File: src/rtl/uart_host_ctrl.sv
// Polling host controller for a register-mapped UART: reads the status register,
// pushes upstream bytes into the TX FIFO and pulls received bytes into a valid/ready stream.
module uart_host_ctrl #(
  parameter int STROBE_LEN = 3,
  parameter int POLL_GAP   = 15,
  parameter int TX_DEPTH   = 16
) (
  input  logic        clk,
  input  logic        rst_n,
  input  logic        tx_valid,
  input  logic [7:0]  tx_data,
  output logic        tx_ready,
  output logic        rx_valid,
  output logic [7:0]  rx_data,
  output logic        rx_err,
  input  logic        rx_ready,
  output logic        sr_read,
  output logic        tx_write,
  output logic        rx_read,
  output logic [31:0] tdr,
  input  logic [31:0] sr,
  input  logic [31:0] rdr,
  output logic        ovr_sticky,
  output logic        busy,
  output logic [2:0]  state_dbg
);

  // Byte streams use valid/ready: a byte moves on a clock where both are high;
  // the source holds valid and data stable until then.

  typedef enum logic [2:0] {
    IDLE    = 3'd0,
    POLL    = 3'd1,
    WRITE   = 3'd2,
    READ    = 3'd3,
    SETTLE  = 3'd4,
    DELIVER = 3'd5,
    WAIT    = 3'd6
  } state_t;

  localparam logic [3:0] STB_LAST   = 4'(STROBE_LEN - 1);
  localparam logic [3:0] STB_DEC    = 4'(STROBE_LEN);
  localparam logic [3:0] SETTLE_END = 4'd2;
  localparam logic [7:0] GAP_LAST   = 8'(POLL_GAP - 1);
  localparam logic [4:0] CRED_FULL  = 5'(TX_DEPTH);

  state_t      state, state_next;
  logic [3:0]  stb_cnt;
  logic [7:0]  gap_cnt;
  logic [4:0]  credits;
  logic        cap_rdy;
  logic        cap_err;
  logic        after_write;
  logic        can_write;
  logic        unused_bits;

  assign unused_bits = ^{sr[31:17], sr[14], sr[7:0], rdr[31:8]};

  assign can_write = tx_valid && (credits != 5'd0);

  assign sr_read   = (state == POLL) && (stb_cnt < STB_DEC);
  assign tx_write  = (state == WRITE);
  assign rx_read   = (state == READ);
  assign tx_ready  = (state == WRITE) && (stb_cnt == 4'd0);
  assign rx_valid  = (state == DELIVER);
  assign busy      = (state != IDLE) && (state != WAIT);
  assign state_dbg = state;

  always_comb begin
    state_next = state;
    case (state)
      IDLE: state_next = POLL;
      POLL: begin
        // Status was captured on the last strobe clock; this is the decision clock.
        if (stb_cnt == STB_DEC) begin
          if (cap_rdy && !rx_valid) state_next = READ;
          else if (can_write)       state_next = WRITE;
          else                      state_next = WAIT;
        end
      end
      WRITE:   if (stb_cnt == STB_LAST) state_next = SETTLE;
      READ:    if (stb_cnt == STB_LAST) state_next = SETTLE;
      SETTLE: begin
        if (stb_cnt == SETTLE_END) begin
          if (!after_write)   state_next = DELIVER;
          else if (can_write) state_next = WRITE;
          else                state_next = POLL;
        end
      end
      DELIVER: if (rx_ready) state_next = POLL;
      WAIT:    if (gap_cnt == GAP_LAST) state_next = POLL;
      default: state_next = IDLE;
    endcase
  end

  always_ff @(posedge clk) begin
    if (!rst_n) begin
      state       <= IDLE;
      stb_cnt     <= 4'd0;
      gap_cnt     <= 8'd0;
      credits     <= CRED_FULL;
      cap_rdy     <= 1'b0;
      cap_err     <= 1'b0;
      after_write <= 1'b0;
      tdr         <= 32'h0;
      rx_data     <= 8'h00;
      rx_err      <= 1'b0;
      ovr_sticky  <= 1'b0;
    end else begin
      state <= state_next;

      if (state_next != state)
        stb_cnt <= 4'd0;
      else if ((state == POLL || state == WRITE || state == READ || state == SETTLE)
               && stb_cnt != 4'hF)
        stb_cnt <= stb_cnt + 4'd1;

      if (state == WAIT && state_next == WAIT) gap_cnt <= gap_cnt + 8'd1;
      else                                     gap_cnt <= 8'd0;

      // POLL never issues a tx_write, so a captured FIFO-empty flag always refills credits.
      if (state == POLL && stb_cnt == STB_LAST) begin
        cap_rdy <= sr[8];
        cap_err <= sr[10] | sr[11] | sr[12] | sr[15];
        if (sr[9] || sr[16]) ovr_sticky <= 1'b1;
        if (sr[13])          credits    <= CRED_FULL;
      end

      // The byte is latched on entry so tdr is valid on the first tx_write clock.
      if (state_next == WRITE && state != WRITE)
        tdr <= {24'h0, tx_data};

      if (state == WRITE && stb_cnt == 4'd0 && credits != 5'd0)
        credits <= credits - 5'd1;

      if (state == READ && stb_cnt == 4'd0) begin
        rx_data <= rdr[7:0];
        rx_err  <= cap_err;
      end

      if (state == WRITE) after_write <= 1'b1;
      if (state == READ)  after_write <= 1'b0;
    end
  end

endmodule

File: config.mk
export PLATFORM = sky130hd
export DESIGN_NAME = uart_host_ctrl
export DESIGN_NICKNAME = d
export VERILOG_FILES = /design/src/rtl/uart_host_ctrl.sv
export SDC_FILE = /design/constraint.sdc
export NUM_CORES = 1
export LEC_CHECK = 0
export ABC_AREA = 1
export CAP_MARGIN = 25
export CORE_MARGIN = 5
export CORE_UTILIZATION = 40
export CTS_BUF_LIST = sky130_fd_sc_hd__clkbuf_8
export CTS_CLUSTER_DIAMETER = 60
export DETAILED_ROUTE_END_ITERATION = 16
export GPL_ROUTABILITY_DRIVEN = 0
export PLACE_DENSITY = 0.93
export SYNTH_ARGS = -nofsm -noshare
export SYNTH_HDL_FRONTEND = slang
export SYNTH_SLANG_ARGS = --single-unit
File: constraint.sdc
create_clock -name clk -period 1.85 [get_ports clk]
set_input_delay 0.37 -clock clk [delete_from_list [all_inputs] [get_ports clk]]
set_output_delay 0.37 -clock clk [all_outputs]
set_load 0.02 [all_outputs]
# [Yosys cells after proc, flatten, opt, wreduce, memory -nomap -nowiden]
# Cells that the tools add are included.
[totals] reg_bits=41 out_inout_bits=51
[classes] reduce_logical=28 mux=13 n_lt_le_gt_ge=1 bitwise_logic=4 addsub=3 n_eq_ne=15
[ops] operator="3-bit 2-to-1 mux" count=8
[ops] operator="3-bit one-hot mux with 6 select lines" count=1
[ops] operator="5-bit 2-to-1 mux" count=3
[ops] operator="3-bit == test (second input constant)" count=4
[ops] operator="1-bit logical AND" count=11
[ops] operator="3-bit by 2-bit == test with 1-bit output (second input constant)" count=3
[ops] operator="8-bit by 1-bit adder with 8-bit output (second input constant)" count=1
[ops] operator="4-bit by 2-bit == test with 1-bit output (second input constant)" count=2
[ops] operator="8-bit by 4-bit == test with 1-bit output (second input constant)" count=1
[ops] operator="2-bit AND reduction" count=3
[ops] operator="2-bit OR reduction" count=3
[ops] operator="5-bit nonzero test" count=1
[ops] operator="5-bit by 1-bit subtractor with 5-bit output (second input constant)" count=1
[ops] operator="4-bit by 1-bit adder with 4-bit output (second input constant)" count=1
[ops] operator="4-bit zero test" count=1
[ops] operator="1-bit logical OR" count=4
[ops] operator="4-bit by 2-bit less-than comparator with 1-bit output (second input constant)" count=1
[ops] operator="4-bit != test (second input constant)" count=1
[ops] operator="2-bit nonzero test" count=2
[ops] operator="3-bit by 1-bit == test with 1-bit output (second input constant)" count=1
[ops] operator="3-bit zero test" count=1
[ops] operator="3-bit by 2-bit != test with 1-bit output (second input constant)" count=1
[ops] operator="3-bit != test" count=1
[ops] operator="3-bit != test (second input constant)" count=1
[ops] operator="5 further kinds" count=7

# [Longest topological paths before layout]
[depth] word_depth=9 mapped_depth=14

# [Worst setup path before layout]
# Ideal clock, no wire load.
[synth_path] kind="register -> register" from="register state[1], in the netlist state_dbg[1]" to="register credits[4]" required_ps=1731 slack_ps=38 path_stages_with_launch=10 period_less_slack_ps=1812 arrival_ps=1693 cell_sequence="dfxtp_1 nand2_2 inv_2 nand2_2 nor3_2 nand2_1 nand2_1 nand3_1 a21oi_1 o21ai_1"
[synth_between] elab_chain_cells=5
[synth_lines] element="start, declared" line="47" rtl="state_t state, state_next;"
[synth_lines] element="start signal, assigned" line="110" rtl="state <= state_next;"
[synth_lines] element="3-bit by 2-bit == test with 1-bit output *"
[synth_lines] element="1-bit logical AND *"
[synth_lines] element="via tx_ready" line="12" rtl="output logic tx_ready,"
[synth_lines] element="1-bit logical AND *" line="133" rtl="if (state == WRITE && stb_cnt == 4'd0 && credits != 5'd0)"
[synth_lines] element="2-bit nonzero test (no source line)"
[synth_lines] element="2-bit AND reduction (no source line)"
[synth_lines] element="end signal, assigned" line="134" rtl="credits <= credits - 5'd1;"
[synth_lines] element="end, declared" line="50" rtl="logic [4:0] credits;"
# Mark *: on every way through the listed nets, which the timed path passes. The rest lies on a longest branch.
# A chain may end at the register's enable or synchronous reset.

# [Worst setup path after layout]
[layout_path] from="register state[1], in the netlist state_dbg[1]" to="output state_dbg[1]"
[layout_rtl] element="end, declared" line="25" rtl="output logic [2:0] state_dbg"
# No word-level cell between the ends.

==> flow_metrics.tcl <==
set metrics [dict create \
    fin_crit_sh_pct 98.03 \
    worst-path-buf-inv 2 \
    crit_path_top_delay_cell "clkdlybuf4s50_1" \
    syn_area_per_cell_um2 7.047 \
    rrSetupSlack_ps 80 \
    num_io_pins 127 \
    routedWlPerCell_um 12.78 \
    path_max_fanout 5 \
    dp_cells 469 \
    drive_gt1_share_pct 24.88 \
    critPathRequiredTime_ps 1480 \
    port_buffers 54 \
    worstSetupPathDepth 2 \
    yosys.area.top_type "dfxtp_1" \
    core_area_um2 5574 \
    hold_buffers 0 \
    final-hold-violation-count 0 \
    drt-initial-drc-count 117 \
    fin_nets 492 \
    wirelength_um 6159 \
    maxCapViolations 0 \
    setup_violations 0 \
    internal-power_mw 1.414 \
    drtPass1Iterations 5 \
    worstSetupEndpointType "output port" \
    rsz0062_at_grt "yes" \
    yosys.cell_types.count 28 \
    crit_path_end "state_dbg[1]" \
    seqPwrFrac_pct 47.7 \
    row_count 27 \
    final-seq-area_um2 838.3 \
    chipHeight_um 86.13 \
    startpoint "state_dbg[1]" \
    clock_sinks 41 \
    area_delta_synth_final_pct 39.94 \
    ys_seq_area_share_pct 35.40 \
    fillers 507 \
    power_mw 1.869 \
    overflow 0 \
    fin_crit_ps 1814 \
    netSwitchingFraction_pct 24.34 \
    multi_input_area_um2 1314 \
    cts_buffers 5 \
    final_antenna_net_count 0 \
    final_common_cell "nor2_1" \
    grt_max_degree 13 \
    r2r_start "credits[0]" \
    yosys_warnings 0 \
    r2r-end "tdr[4]" \
    synthCells 329 \
    critPathArrivalTime_ps 1440 \
    fin_worst_skew_ps 8.267 \
    clkPwrFrac_pct 40.1 \
    final_cell_mix "68 x nor2_1, 48 x clkdlybuf4s50_1, 38 x nand2_1" \
    p_per_area_nw_per_um2 576.0 \
    synth_top_area_share_pct 35.40 \
    fp.dieW_um 86.13 \
    drc_errors 0 \
    setup_slack_ps 36.35 \
    grt_pass1_vias 2183 \
    pwr-share-comb_pct 12.2 \
    placed_area_um2 2975 \
    dp_hpwl_um 4578 \
    fmax_mhz 551.4 \
    grt_pass1_wl_um 9411 \
    synthTopCellsByArea "dfxtp_1 35%, nor2_1 11%, buf_4 7.8%" \
    hold_slack_ps 440.4 \
    dieArea_um2 7418 \
    status "complete, no violations" \
    cpPeakStageDelay_ps 600 \
    critical_path.cell_chain "buf_4 -> clkdlybuf4s50_1" \
    path_class "reg -> out" \
    rr_worst_depth 14 \
    hp-class "reg -> reg" \
    ys_seq_elements 41 \
    grt_antenna_before_repair 0 \
    grt_usage_pct 15.80 \
    crit_family "buffers and inverters" \
    syn_area_um2 2318 \
    final_max_slew_viol_count 0 \
    dp_slack_ps -20.53 \
    power.switching_uw 454.8 \
    fin_cells 482 \
    num_vias 2307 \
    clkSlewWorstSetupHoldPaths_ps 80 \
    start_util_pct 41.59 \
    clockRootBuffer "clkbuf_8" \
    diodes 0 \
    ir_drop_mv 0.4355 \
    final_area_um2 3244 \
    cts_tree "done" \
    critPathLaunchType "flip-flop" \
    insertion_delay_ps 290 \
    cts_buffer_depth 2 \
    cts.htree.levels 2 \
    vias_per_cell 4.786 \
    p_leak_nw 1.510 \
]
routing by layer:
| metal | track usage, % | wire length [um] | up-vias | share of wire (%) |
|---|---|---|---|---|
| met5 | 0 | 0 | - | 0 |
| met3 | 5.091 | 610 | 7 | 9.9 |
| li1 | - | - | 1128 | - |
| met4 | 4.317 | 54 | 0 | 0.88 |
| met1 | 15.64 | 2191 | 1058 | 36 |
| met2 | 30.97 | 3302 | 114 | 54 |
area by class of cell:
class	instances	area share (%)
inverter	50	5.862
clock buffer	6	2.545
multi-input combinational	235	40.49
sequential	41	25.84
timing repair buffer	76	21.44
tap	72	2.777
clock inverter	2	1.041
cell families (layout without fill, tap and decap cells):
family          Yosys count  count (layout)  share of synthesized area [%]
simple gates            169             169                          35.24
buf+inv                  76             134                          16.19
flops                    41              41                          35.40
compound gates           28              28                          6.476
fa+ha+maj                 7               7                          3.777
xor+xnor                  6               6                          2.267
other cells               1              24                         0.1617
mux                       1               1                         0.4857
timing repair:
action,4_1_cts,5_1_grt
endpoints found under the setup margin,9,15
pin swaps,1,12
buffers inserted,0,5
gates resized for setup,10,40
per-stage QoR:
step | utilization, % | TNS, ps
floorplan | - | 0
global placement | 53.38 | 0
detailed placement | 53.38 | -20.53
finish | 58.20 | 0
CTS | 55.42 | 0
global route | 58.20 | -797.5
worst reg2reg max path: stages (launching register included):
cell and delay, ps:
dfxtp_4 380, inv_4 50, ha_4 150, inv_2 40
nor2_1 40, nand2_1 110, nand2_2 80, nor2_1 100
nand2_1 90, nand2_2 110, inv_2 60, nor2_4 240
nand3_2 100, nand2_1 70, nor2_1 40
how the worst min path moves through the flow:
stage,from,cells past startpoint,slack [ps],end
final,gap_cnt[0],1,440,gap_cnt[0]
after global routing,gap_cnt[0],1,460,gap_cnt[0]
after CTS,ovr_sticky,2,470,ovr_sticky
after detailed placement,ovr_sticky,2,450,ovr_sticky
after global placement,gap_cnt[0],1,440,gap_cnt[0]
after floorplan,gap_cnt[0],1,430,gap_cnt[0]
cell usage after synthesis:
master,count
nand4_1,1
nand2_1,42
nor3_4,1
nor4_1,1
xor2_1,5
xnor2_1,1
inv_1,39
a21oi_1,8
ha_1,7
nor2_4,5
nor3_1,4
nand2_2,7
o22ai_1,2
o22ai_2,1
clkbuf_1,2
dfxtp_1,41
o21ai_0,15
nor3b_1,2
buf_4,24
conb_1,1
nor3_2,1
o21ai_1,2
nand3_1,19
mux2_2,1
nand3_2,8
nor2_1,71
nor2_2,7
inv_2,11
flip-flops by register name (all words and copies together), names as in the netlist:
register and flops:
after_write 1, cap_err 1, cap_rdy 1, credits 5
gap_cnt 8, ovr_sticky 1, rx_data 8, rx_err 1
state_dbg 3, stb_cnt 4, tdr 8
power by group through the flow:
stage / Combinational [mW] / Sequential, mW / Clock, mW
2_1_floorplan: 0.157 / 0.916 / 0
3_3_place_gp: 0.214 / 0.913 / 0
3_5_place_dp: 0.220 / 0.914 / 0
4_1_cts: 0.219 / 0.893 / 0.761
5_1_grt: 0.246 / 0.893 / 0.795
6_report: 0.228 / 0.892 / 0.749
(Power assumes the default switching activity.)
